File: src/rtl/contra_pkg.sv
// contra_pkg
// Shared definitions for the contrast-parameter controller: FSM state
// encoding, accumulator reload constants, saturation limits and the
// range clamp helper used when publishing.
package contra_pkg;

    typedef enum logic [1:0] {
        ST_IDLE   = 2'd0,
        ST_ACCUM  = 2'd1,
        ST_COMMIT = 2'd2,
        ST_OFFER  = 2'd3
    } state_t;

    // Running-min starts at the top of the range, running-max at the bottom,
    // so the first DE pixel of a frame overwrites both.
    localparam logic [7:0]  ACC_MIN_INIT = 8'd255;
    localparam logic [7:0]  ACC_MAX_INIT = 8'd0;

    localparam logic [15:0] PIX_CNT_MAX  = 16'hFFFF;
    localparam logic [7:0]  DROP_CNT_MAX = 8'd255;

    // smax - smin, forced up to floor_val when smaller. The difference is
    // taken in 9-bit signed so a smoothed max that has fallen below the
    // smoothed min clamps instead of wrapping.
    function automatic logic [7:0] range_clamp(
        input logic [7:0] smax,
        input logic [7:0] smin,
        input logic [7:0] floor_val
    );
        logic signed [8:0] diff;
        diff = $signed({1'b0, smax}) - $signed({1'b0, smin});
        if (diff < $signed({1'b0, floor_val}))
            return floor_val;
        return diff[7:0];
    endfunction

endpackage

File: src/rtl/contra_iir_step.sv
// contra_iir_step
// One step of the first-order smoothing filter, purely combinational:
//   result = old_val + ((meas - old_val) >>> SHIFT)
// Ports:
//   old_val  in  8  current smoothed value
//   meas     in  8  new measurement
//   result   out 8  updated smoothed value
// The difference is 9-bit signed and shifted arithmetically (rounds toward
// minus infinity). The result always lies between old_val and meas, so it
// fits back into 8 bits.
module contra_iir_step #(
    parameter int SHIFT = 2
) (
    input  logic [7:0] old_val,
    input  logic [7:0] meas,
    output logic [7:0] result
);

    logic signed [8:0] diff;
    logic signed [8:0] step;
    logic signed [8:0] sum;

    always_comb begin
        diff   = $signed({1'b0, meas}) - $signed({1'b0, old_val});
        step   = diff >>> SHIFT;
        sum    = $signed({1'b0, old_val}) + step;
        result = 8'(sum);
    end

endmodule

File: src/rtl/contra_param_ctrl.sv
// contra_param_ctrl
// Measures per-frame black level (min) and max intensity of a pixel stream,
// temporally smooths them, and offers {min, max-min} to a consumer with a
// valid/ack handshake. Frames that close while an offer is still pending
// are dropped and counted.
//
// Ports:
//   isrc_clk      in   1  pixel clock, everything on its rising edge
//   irst_n        in   1  asynchronous active-low reset
//   isrc_data     in   8  pixel intensity
//   isrc_vs       in   1  vertical sync (active level = POLARITY)
//   isrc_de       in   1  pixel valid
//   ienable       in   1  commit enable, sampled on the frame strobe
//   omin          out  8  published black level
//   orange        out  8  published range (>= MIN_RANGE)
//   oparam_valid  out  1  parameters offered
//   iparam_ack    in   1  consumer accept
//   odrop_cnt     out  8  saturating dropped-frame count
//   obusy         out  1  high in COMMIT / OFFER
//
// state  | meaning
// IDLE   | after reset, waiting for the first frame start
// ACCUM  | accumulating min/max/count of the current frame
// COMMIT | one cycle: smooth captured stats, load output registers
// OFFER  | oparam_valid high, waiting for iparam_ack
module contra_param_ctrl
    import contra_pkg::*;
#(
    parameter int POLARITY     = 1,
    parameter int SMOOTH_SHIFT = 2,
    parameter int MIN_PIXELS   = 16,
    parameter int MIN_RANGE    = 1
) (
    input  logic       isrc_clk,
    input  logic       irst_n,
    input  logic [7:0] isrc_data,
    input  logic       isrc_vs,
    input  logic       isrc_de,
    input  logic       ienable,
    output logic [7:0] omin,
    output logic [7:0] orange,
    output logic       oparam_valid,
    input  logic       iparam_ack,
    output logic [7:0] odrop_cnt,
    output logic       obusy
);

    localparam logic        VS_ACTIVE   = (POLARITY != 0);
    localparam logic [15:0] MIN_PIX     = 16'(MIN_PIXELS);
    localparam logic [7:0]  RANGE_FLOOR = 8'(MIN_RANGE);

    state_t      state;
    state_t      state_nxt;

    logic        prev_vs;
    logic        strobe;

    logic [7:0]  acc_min;
    logic [7:0]  acc_max;
    logic [15:0] acc_cnt;

    logic [7:0]  meas_min;
    logic [7:0]  meas_max;
    logic [7:0]  smin;
    logic [7:0]  smax;
    logic        hist_vld;

    logic [7:0]  iir_min;
    logic [7:0]  iir_max;
    logic [7:0]  new_min;
    logic [7:0]  new_max;
    logic [7:0]  new_range;

    logic        commit_go;
    logic        hist_clr;
    logic        drop_evt;
    logic        xfer;

    // Frame start: active vs level now, inactive last cycle.
    assign strobe = (isrc_vs == VS_ACTIVE) && (prev_vs != VS_ACTIVE);

    always_ff @(posedge isrc_clk or negedge irst_n) begin
        if (!irst_n)
            prev_vs <= 1'b0;
        else
            prev_vs <= isrc_vs;
    end

    // ---------------------------------------------------------------
    // FSM
    // ---------------------------------------------------------------
    always_ff @(posedge isrc_clk or negedge irst_n) begin
        if (!irst_n)
            state <= ST_IDLE;
        else
            state <= state_nxt;
    end

    always_comb begin
        state_nxt = state;
        commit_go = 1'b0;
        hist_clr  = 1'b0;
        drop_evt  = 1'b0;
        xfer      = 1'b0;
        case (state)
            ST_IDLE: begin
                if (strobe)
                    state_nxt = ST_ACCUM;
            end
            ST_ACCUM: begin
                if (strobe) begin
                    if (!ienable) begin
                        hist_clr = 1'b1;
                    end else if (acc_cnt >= MIN_PIX && !oparam_valid) begin
                        commit_go = 1'b1;
                        state_nxt = ST_COMMIT;
                    end
                end
            end
            ST_COMMIT: begin
                state_nxt = ST_OFFER;
            end
            ST_OFFER: begin
                // A strobe on the transfer edge still sees OFFER, so it is a drop.
                drop_evt = strobe;
                if (oparam_valid && iparam_ack) begin
                    xfer      = 1'b1;
                    state_nxt = ST_ACCUM;
                end
            end
            default: begin
                state_nxt = ST_IDLE;
            end
        endcase
    end

    assign obusy = (state == ST_COMMIT) || (state == ST_OFFER);

    // ---------------------------------------------------------------
    // Per-frame accumulators. The strobe-cycle pixel is never counted.
    // ---------------------------------------------------------------
    always_ff @(posedge isrc_clk or negedge irst_n) begin
        if (!irst_n) begin
            acc_min <= ACC_MIN_INIT;
            acc_max <= ACC_MAX_INIT;
            acc_cnt <= '0;
        end else if (strobe) begin
            acc_min <= ACC_MIN_INIT;
            acc_max <= ACC_MAX_INIT;
            acc_cnt <= '0;
        end else if (state == ST_ACCUM && isrc_de) begin
            if (isrc_data < acc_min)
                acc_min <= isrc_data;
            if (isrc_data > acc_max)
                acc_max <= isrc_data;
            if (acc_cnt != PIX_CNT_MAX)
                acc_cnt <= acc_cnt + 16'd1;
        end
    end

    // Snapshot of the closing frame, taken on the strobe that starts COMMIT,
    // since the accumulators reload on that same edge.
    always_ff @(posedge isrc_clk or negedge irst_n) begin
        if (!irst_n) begin
            meas_min <= '0;
            meas_max <= '0;
        end else if (commit_go) begin
            meas_min <= acc_min;
            meas_max <= acc_max;
        end
    end

    // ---------------------------------------------------------------
    // Smoothing and publish
    // ---------------------------------------------------------------
    contra_iir_step #(.SHIFT(SMOOTH_SHIFT)) u_iir_min (
        .old_val (smin),
        .meas    (meas_min),
        .result  (iir_min)
    );

    contra_iir_step #(.SHIFT(SMOOTH_SHIFT)) u_iir_max (
        .old_val (smax),
        .meas    (meas_max),
        .result  (iir_max)
    );

    // With no history the measurement seeds the filter directly.
    always_comb begin
        new_min   = hist_vld ? iir_min : meas_min;
        new_max   = hist_vld ? iir_max : meas_max;
        new_range = range_clamp(new_max, new_min, RANGE_FLOOR);
    end

    always_ff @(posedge isrc_clk or negedge irst_n) begin
        if (!irst_n) begin
            smin     <= '0;
            smax     <= '0;
            hist_vld <= 1'b0;
        end else if (hist_clr) begin
            hist_vld <= 1'b0;
        end else if (state == ST_COMMIT) begin
            smin     <= new_min;
            smax     <= new_max;
            hist_vld <= 1'b1;
        end
    end

    always_ff @(posedge isrc_clk or negedge irst_n) begin
        if (!irst_n) begin
            omin         <= '0;
            orange       <= RANGE_FLOOR;
            oparam_valid <= 1'b0;
        end else if (state == ST_COMMIT) begin
            omin         <= new_min;
            orange       <= new_range;
            oparam_valid <= 1'b1;
        end else if (xfer) begin
            oparam_valid <= 1'b0;
        end
    end

    always_ff @(posedge isrc_clk or negedge irst_n) begin
        if (!irst_n)
            odrop_cnt <= '0;
        else if (drop_evt && odrop_cnt != DROP_CNT_MAX)
            odrop_cnt <= odrop_cnt + 8'd1;
    end

endmodule

File: config.mk
export PLATFORM = sky130hd
export DESIGN_NAME = contra_param_ctrl
export DESIGN_NICKNAME = d
export VERILOG_FILES = /design/src/rtl/contra_pkg.sv /design/src/rtl/contra_iir_step.sv /design/src/rtl/contra_param_ctrl.sv
export SDC_FILE = /design/constraint.sdc
export NUM_CORES = 1
export LEC_CHECK = 0
export CAP_MARGIN = 25
export CORE_MARGIN = 2
export CORE_UTILIZATION = 54
export CTS_CLUSTER_DIAMETER = 120
export DETAILED_ROUTE_END_ITERATION = 8
export PLACE_DENSITY = 0.77
export SLEW_MARGIN = 40
export SYNTH_ARGS = -nofsm -noshare
export SYNTH_HDL_FRONTEND = slang
export SYNTH_HIERARCHICAL = 1
export SYNTH_SLANG_ARGS = --single-unit
File: constraint.sdc
create_clock -name isrc_clk -period 4.2 [get_ports isrc_clk]
set_input_delay 0.42 -clock isrc_clk [delete_from_list [all_inputs] [get_ports isrc_clk]]
set_output_delay 0.42 -clock isrc_clk [all_outputs]
set_load 0.1 [all_outputs]
# ---- Yosys cells after proc, flatten, opt, wreduce, memory -nomap -nowiden
# Cells that the tools add are included.
dict set report word_totals {
  regBits 93
  wordCells 90
  out_inout_bits 26
  in_bits 14
}
dict set report classes {
  n_bitwise 2
  addsub 7
  order_cmp 4
  reduce_logical 19
  n_eq_ne 10
  muxes 34
}
# op count
set op_table {}
lappend op_table {{8-bit two-way mux} 10}
lappend op_table {{16-bit two-way mux} 3}
lappend op_table {{8-bit by 8-bit subtractor with 9-bit output} 3}
lappend op_table {{16-bit by 1-bit adder with 16-bit output, second input constant} 1}
lappend op_table {{8-bit by 7-bit adder with 8-bit output} 2}
lappend op_table {{16-bit by 5-bit >= comparator with 1-bit output, second input constant} 1}
lappend op_table {{16-bit != test, second input constant} 1}
lappend op_table {{1-bit two-way mux} 15}
lappend op_table {{2-bit nonzero test} 6}
lappend op_table {{2-bit two-way mux} 5}
lappend op_table {{2-bit != test, second input constant} 5}
lappend op_table {{9-bit by 2-bit less-than comparator with 1-bit output, second input constant} 1}
lappend op_table {{8-bit by 1-bit adder with 8-bit output, second input constant} 1}
lappend op_table {{8-bit > comparator} 1}
lappend op_table {{8-bit less-than comparator} 1}
lappend op_table {{8-bit != test, second input constant} 1}
lappend op_table {{2-bit one-hot mux with 4 select lines} 1}
lappend op_table {{2-bit AND reduction} 4}
lappend op_table {{1-bit logical AND} 5}
lappend op_table {{5-bit AND reduction} 1}
lappend op_table {{2-bit equality test, second input constant} 2}
lappend op_table {{2-bit by 1-bit equality test with 1-bit output, second input constant} 1}
lappend op_table {{2-bit logical NOT} 1}
lappend op_table {{1-bit NOT} 2}
lappend op_table {{2 further kinds} 2}

# ---- Logic depth before layout (Yosys ltp)
dict set report depth {
  depth_word 7
  mapped_depth 19
  mapped_depth_nobuf 19
}

# ---- By module
# Netlist, hierarchy kept.
# mod seq_area_each_um2 area_per_inst_um2 cells_per_inst instances
set modules_own_cells {}
lappend modules_own_cells {contra_param_ctrl 2138.3 4561.9 443 1}
lappend modules_own_cells {{contra_iir_step (u_iir_min)} 0.0 604.3 77 1}
lappend modules_own_cells {{contra_iir_step (u_iir_max)} 0.0 580.6 73 1}

# ---- Worst setup path before layout
# Ideal clock, no wire load.
dict set report synth_timing {
  kind {reg-to-reg}
  startpoint {register, netlist name omin[1]}
  endpoint {register orange[0]}
  setup_time_ps 62
  n_path_buf 0
  required_ps 4138
  stages_incl_launch_ff 20
  setup_slack_ps -596
  period_less_slack_ps 4796
  arrival_time_ps 4735
  cell_sequence {dfrtp_1 -> inv_1 -> ha_1 -> a21oi_2 -> and2b_1 -> nor2_1 -> xor2_1 -> fa_1 -> nor2b_1 -> o21ai_0 -> a21boi_0 -> nor4_1 -> a311o_1 -> mux2i_1 -> ha_1 -> o21a_1 -> o221a_2 -> o21ai_2 -> o22a_1 -> a41o_1}
}
# element line
set synth_lines {}
lappend synth_lines {{to (signal assigned)} contra_param_ctrl.sv:216} ;# orange <= new_range;
lappend synth_lines {{to (decl)} contra_param_ctrl.sv:41} ;# output logic [7:0] orange,

# ---- Worst setup path in the final report
dict set report layout_timing {
  startpoint {register meas_max[2]}
  endpoint {register orange[0]}
}
dict set report layout_between {
  elab_chain_len 7
}
# element line
set layout_rtl {}
lappend layout_rtl {{from (decl)} contra_param_ctrl.sv:63} ;# logic [7:0] meas_max;
lappend layout_rtl {{from (signal assigned)} contra_param_ctrl.sv:169} ;# meas_max <= acc_max;
lappend layout_rtl {{8-bit by 8-bit subtractor with 9-bit output} contra_iir_step.sv:24} ;# diff = $signed({1'b0, meas}) - $signed({1'b0, old_val});
lappend layout_rtl {{8-bit by 7-bit adder with 8-bit output} contra_iir_step.sv:26} ;# sum = $signed({1'b0, old_val}) + step;
lappend layout_rtl {{named net iir_max[7]} contra_param_ctrl.sv:69} ;# logic [7:0] iir_max;
lappend layout_rtl {{8-bit two-way mux} contra_param_ctrl.sv:191} ;# new_max = hist_vld ? iir_max : meas_max;
lappend layout_rtl {{named net new_max[7]} contra_param_ctrl.sv:71} ;# logic [7:0] new_max;
lappend layout_rtl {{8-bit by 8-bit subtractor with 9-bit output} contra_pkg.sv:31} ;# diff = $signed({1'b0, smax}) - $signed({1'b0, smin});
lappend layout_rtl {{9-bit by 2-bit less-than comparator with 1-bit output} contra_pkg.sv:32} ;# if (diff < $signed({1'b0, floor_val}))
lappend layout_rtl {{1-bit two-way mux} contra_pkg.sv:32}
lappend layout_rtl {{8-bit two-way mux} contra_pkg.sv:34} ;# return diff[7:0];
# The timed path passes the listed nets, and every way through them passes these cells.
# A chain may end at the register's enable or synchronous reset.

==> results.txt <==
- At the later pin of the worst-skew pair, clock insertion delay measures 360 ps.
- Reg clk slew, reported paths: 90 ps
* Most used DFF post-synth: sky130_fd_sc_hd__dfrtp_1
- After layout, the minimum clock period comes to 4130 ps.
- Counting the buffers created by CTS gives 9.
* Layout cell share with drive strength beyond 1: 25.1%
- After detailed routing, the number of remaining DRC violations is 0.
- Top cell type's share of synthesized area: 33.1%
- At the worst endpoint, the required time is 4490 ps.
- The layout has 818 filler cells.
- Vias in the first global route: 4526
- The detail route stage leaves a number of antenna-violating nets equal to 0.
* Portion of the clock cycle consumed by the worst path in the final layout: 98.4%
* Wire length of the first global-routing pass: 20.8 mm
* Area growth, synth to finish: 17.7%
- Post-synthesis sequential area ratio: 37.2%
- Synthesis instantiated 70 different standard cells from the library.
- Placement row count: 37
* Synth warnings: 6
* Gpl congestion: 0.885
* X dimension of the die: 107 microns
- STA classifies the critical path endpoint as a flip-flop.
* Share of synthesized flip-flops with an asynchronous set or reset: 100%
- At the pin with the least slew margin, the transition time is 802 ps.
- Final setup violation count: 0
* Pre-CTS setup slack: -94.8 ps
- Cell type with the largest total area after synthesis: sky130_fd_sc_hd__dfrtp_1
* Final global-route overflow total: 0
* Count of vias placed by the detailed router: 4522
- In this run the deepest clock path goes through 2 buffers.
- Dividing the synthesized area by the synthesized cell count gives 9.69 sq um.
- In the final routing, the length of wire on met1 measures 5.78 mm.
- Number of enable-type register cells in the synthesized netlist: 0
- Timing would allow up to 242 MHz.
- Data arrival time at the worst-slack endpoint: 4420 ps
- The number of antenna violations at the first check in global routing came to 0.
- CP max-delay cell: sky130_fd_sc_hd__or4_1
- Synthesis produced a netlist whose cell count is 593.
- Initial detailed-routing violation count: 198
- RSZ-0062 raised after global routing: true
- In the detailed route, the total length drawn on met3 is 409 microns.
- The final number of max-transition violations is 0.
* Wirelength per Cell: 16.3 microns
- Entering global routing, the biggest net connects 48 pins.
- GR Util All Layers: 22.7%
* Cells along the critical path: ha_1 > a21o_1 > a31o_4 > a41o_4 > a21oi_2 > xnor2_1 > ha_2 > or4_1 > o22ai_2 > xnor2_1 > xnor2_1 > mux2_2 > ha_4 > o221a_4 > o21ai_4 > o22a_1 > a41o_1
- Critical Path Most Common Cell: sky130_fd_sc_hd__xnor2_1
- Die height: 107 microns
- The flow ran to the end, and the final reports show no timing, DRC or antenna violations.
* First-pass iteration count of the detailed router: 4
- During I/O placement, the number of pins put on the boundary was 40.
- Worst Setup Start Kind: flip-flop
- TritonCTS built the clock tree.
- The worst setup path is of the flip-flop to flip-flop kind.
- Wire length on met2: 6.49 mm
* Most frequent cell after synthesis: sky130_fd_sc_hd__dfrtp_1
- After synthesis the netlist holds a flip-flop and latch count of 85.
* Net count of the finished layout: 725
- The number of nets handed over by synthesis was 669.
- The count of buffers added on input and output ports is 39.
* Ranking of synthesized cells by area: sky130_fd_sc_hd__dfrtp_1 33%, sky130_fd_sc_hd__ha_1 13%, sky130_fd_sc_hd__xnor2_1 4.6%, sky130_fd_sc_hd__dfstp_2 4.1%, sky130_fd_sc_hd__inv_1 3.9%
- Number of maximum-capacitance violations: 0
* Synth Cell Area: 0.00575 sq mm
- Buffer type at the clock tree root: sky130_fd_sc_hd__clkbuf_8
- Setup slack closes at 69.2 ps.
- Largest driver fanout on the critical path: 5
* Floorplan die area: 0.0115 sq mm
- The number of antenna diodes in the final layout is 0.
- Highest metal layer with signal wires: met4
- On the worst path, the slowest cell contributes a delay of 520 ps.
* Skew final: 15.3 ps
- Number of hold violations in the final report: 0
* Starting density of the core: 55.7%
- Clock sinks: 85
* Commonest cells in the synthesized netlist: 76 x sky130_fd_sc_hd__dfrtp_1, 59 x sky130_fd_sc_hd__ha_1, 59 x sky130_fd_sc_hd__inv_1
- Floorplan Core Area: 0.0103 sq mm
- CTS built an H-tree with a depth of 3.
* Detailed-route vias per instance: 5.72
- Rel. slew slack: 46.5%
- Total length of routed wires: 12.9 mm
* HPWL after detailed placement: 9.35 mm
- The path class of the tightest hold or removal check is input pin to async pin.
==> placed cells by master (no fill, tap or decap), types with 7 or more instances in the layout <==
master and instances:
sky130_fd_sc_hd__buf_4 22, sky130_fd_sc_hd__dfrtp_1 70, sky130_fd_sc_hd__clkdlybuf4s50_1 12, sky130_fd_sc_hd__nor2_1 35, sky130_fd_sc_hd__buf_2 25, sky130_fd_sc_hd__xor2_1 11
sky130_fd_sc_hd__dfstp_2 9, sky130_fd_sc_hd__o21ai_0 40, sky130_fd_sc_hd__o21ai_1 9, sky130_fd_sc_hd__clkbuf_8 11, sky130_fd_sc_hd__mux2i_1 7, sky130_fd_sc_hd__ha_1 48
sky130_fd_sc_hd__mux2_2 19, sky130_fd_sc_hd__nand2_1 37, sky130_fd_sc_hd__inv_1 57, sky130_fd_sc_hd__nand4_1 7, sky130_fd_sc_hd__nand3_1 18, sky130_fd_sc_hd__a21o_1 11
sky130_fd_sc_hd__a21oi_1 35, sky130_fd_sc_hd__xnor2_1 29
==> flip-flops by register name, summed over array words and instances, names as in the netlist <==
signal,count
orange,8
oparam_valid,1
prev_vs,1
omin,7
state,2
acc_cnt,16
smin,1
acc_min,8
meas_max,8
odrop_cnt,8
acc_max,8
smax,8
hist_vld,1
meas_min,8
==> logic make-up after synthesis <==
kind of cell | count (synthesis) | share of synthesized area (%)
and+or+nand+nor | 149 | 14.0
adders and majority gates | 62 | 13.9
xor gates and xnor gates | 44 | 6.95
muxes | 28 | 5.29
AOI/OAI and AO/OA | 149 | 17.4
buffers and inverters | 76 | 5.23
DFF | 85 | 37.2
==> area by class of cell <==
cell class                      instances  area (sq um)  share of cell area (%)
Multi-Input combinational cell        432          3570                    52.8
Clock inverter                          3          43.8                   0.647
Sequential cell                        85          2150                    31.8
Inverter                               59           224                    3.31
Timing Repair Buffer                   62           444                    6.57
Tap cell                              136           170                    2.52
Clock buffer                           13           159                    2.35
==> per-stage QoR <==
| step | utilization (%) | instances | setup TNS, ps | cell area [sq um] | hold slack, ps |
|---|---|---|---|---|---|
| 2_1_floorplan | - | 593 | 0 | 5770 | 124 |
| 3_3_place_gp | 61.2 | 761 | 0 | 6320 | 464 |
| 3_5_place_dp | 60.1 | 761 | -210 | 6200 | 472 |
| 4_1_cts | 62.6 | 781 | 0 | 6460 | 67.1 |
| 5_1_grt | 65.5 | 790 | -804 | 6760 | 84.2 |
| 6_report | 65.5 | 790 | 0 | 6760 | 43.2 |
==> worst max-delay path: cells and delay by family, from the launching register on <==
| kind | cells | cell delay [ps] |
|---|---|---|
| and+or+nand+nor | 1 | 520 |
| DFF | 1 | 410 |
| xor gates and xnor gates | 3 | 320 |
| adders and majority gates | 3 | 800 |
| AOI/OAI and AO/OA | 9 | 1700 |
| muxes | 1 | 300 |
==> worst paths after layout <==
path / start / to / slack, ps / cells after the start
worst max-delay path: meas_max[2] / orange[0] / 70 / 17
worst min-delay path: irst_n / omin[2] / 40 / 1
worst max register to register: meas_max[2] / orange[0] / 70 / 17
worst min register to register: odrop_cnt[5] / odrop_cnt[5] / 500 / 1
max in group asynchronous: irst_n / acc_min[0] / 3190 / 2
min in group isrc_clk: odrop_cnt[5] / odrop_cnt[5] / 500 / 1
==> routing by layer <==
| layer | global-route usage, % | up-vias |
|---|---|---|
| met2 | 40.0 | 95 |
| met5 | 0 | - |
| li1 | - | 2199 |
| met1 | 29.0 | 2208 |
| met4 | 5.66 | 0 |
| met3 | 3.53 | 20 |
==> timing repair <==
action | in CTS | in global routing
gates resized for setup | 7 | 47
setup buffers | 4 | 9
endpoints found under the setup margin | 8 | 8
pin swaps | 2 | 26
gates cloned | 0 | 0
hold buffers | 0 | 0
Power is left out: the tool's default activity adds up to more than one toggle a clock period on the data nets, which glitch-free logic cannot reach.
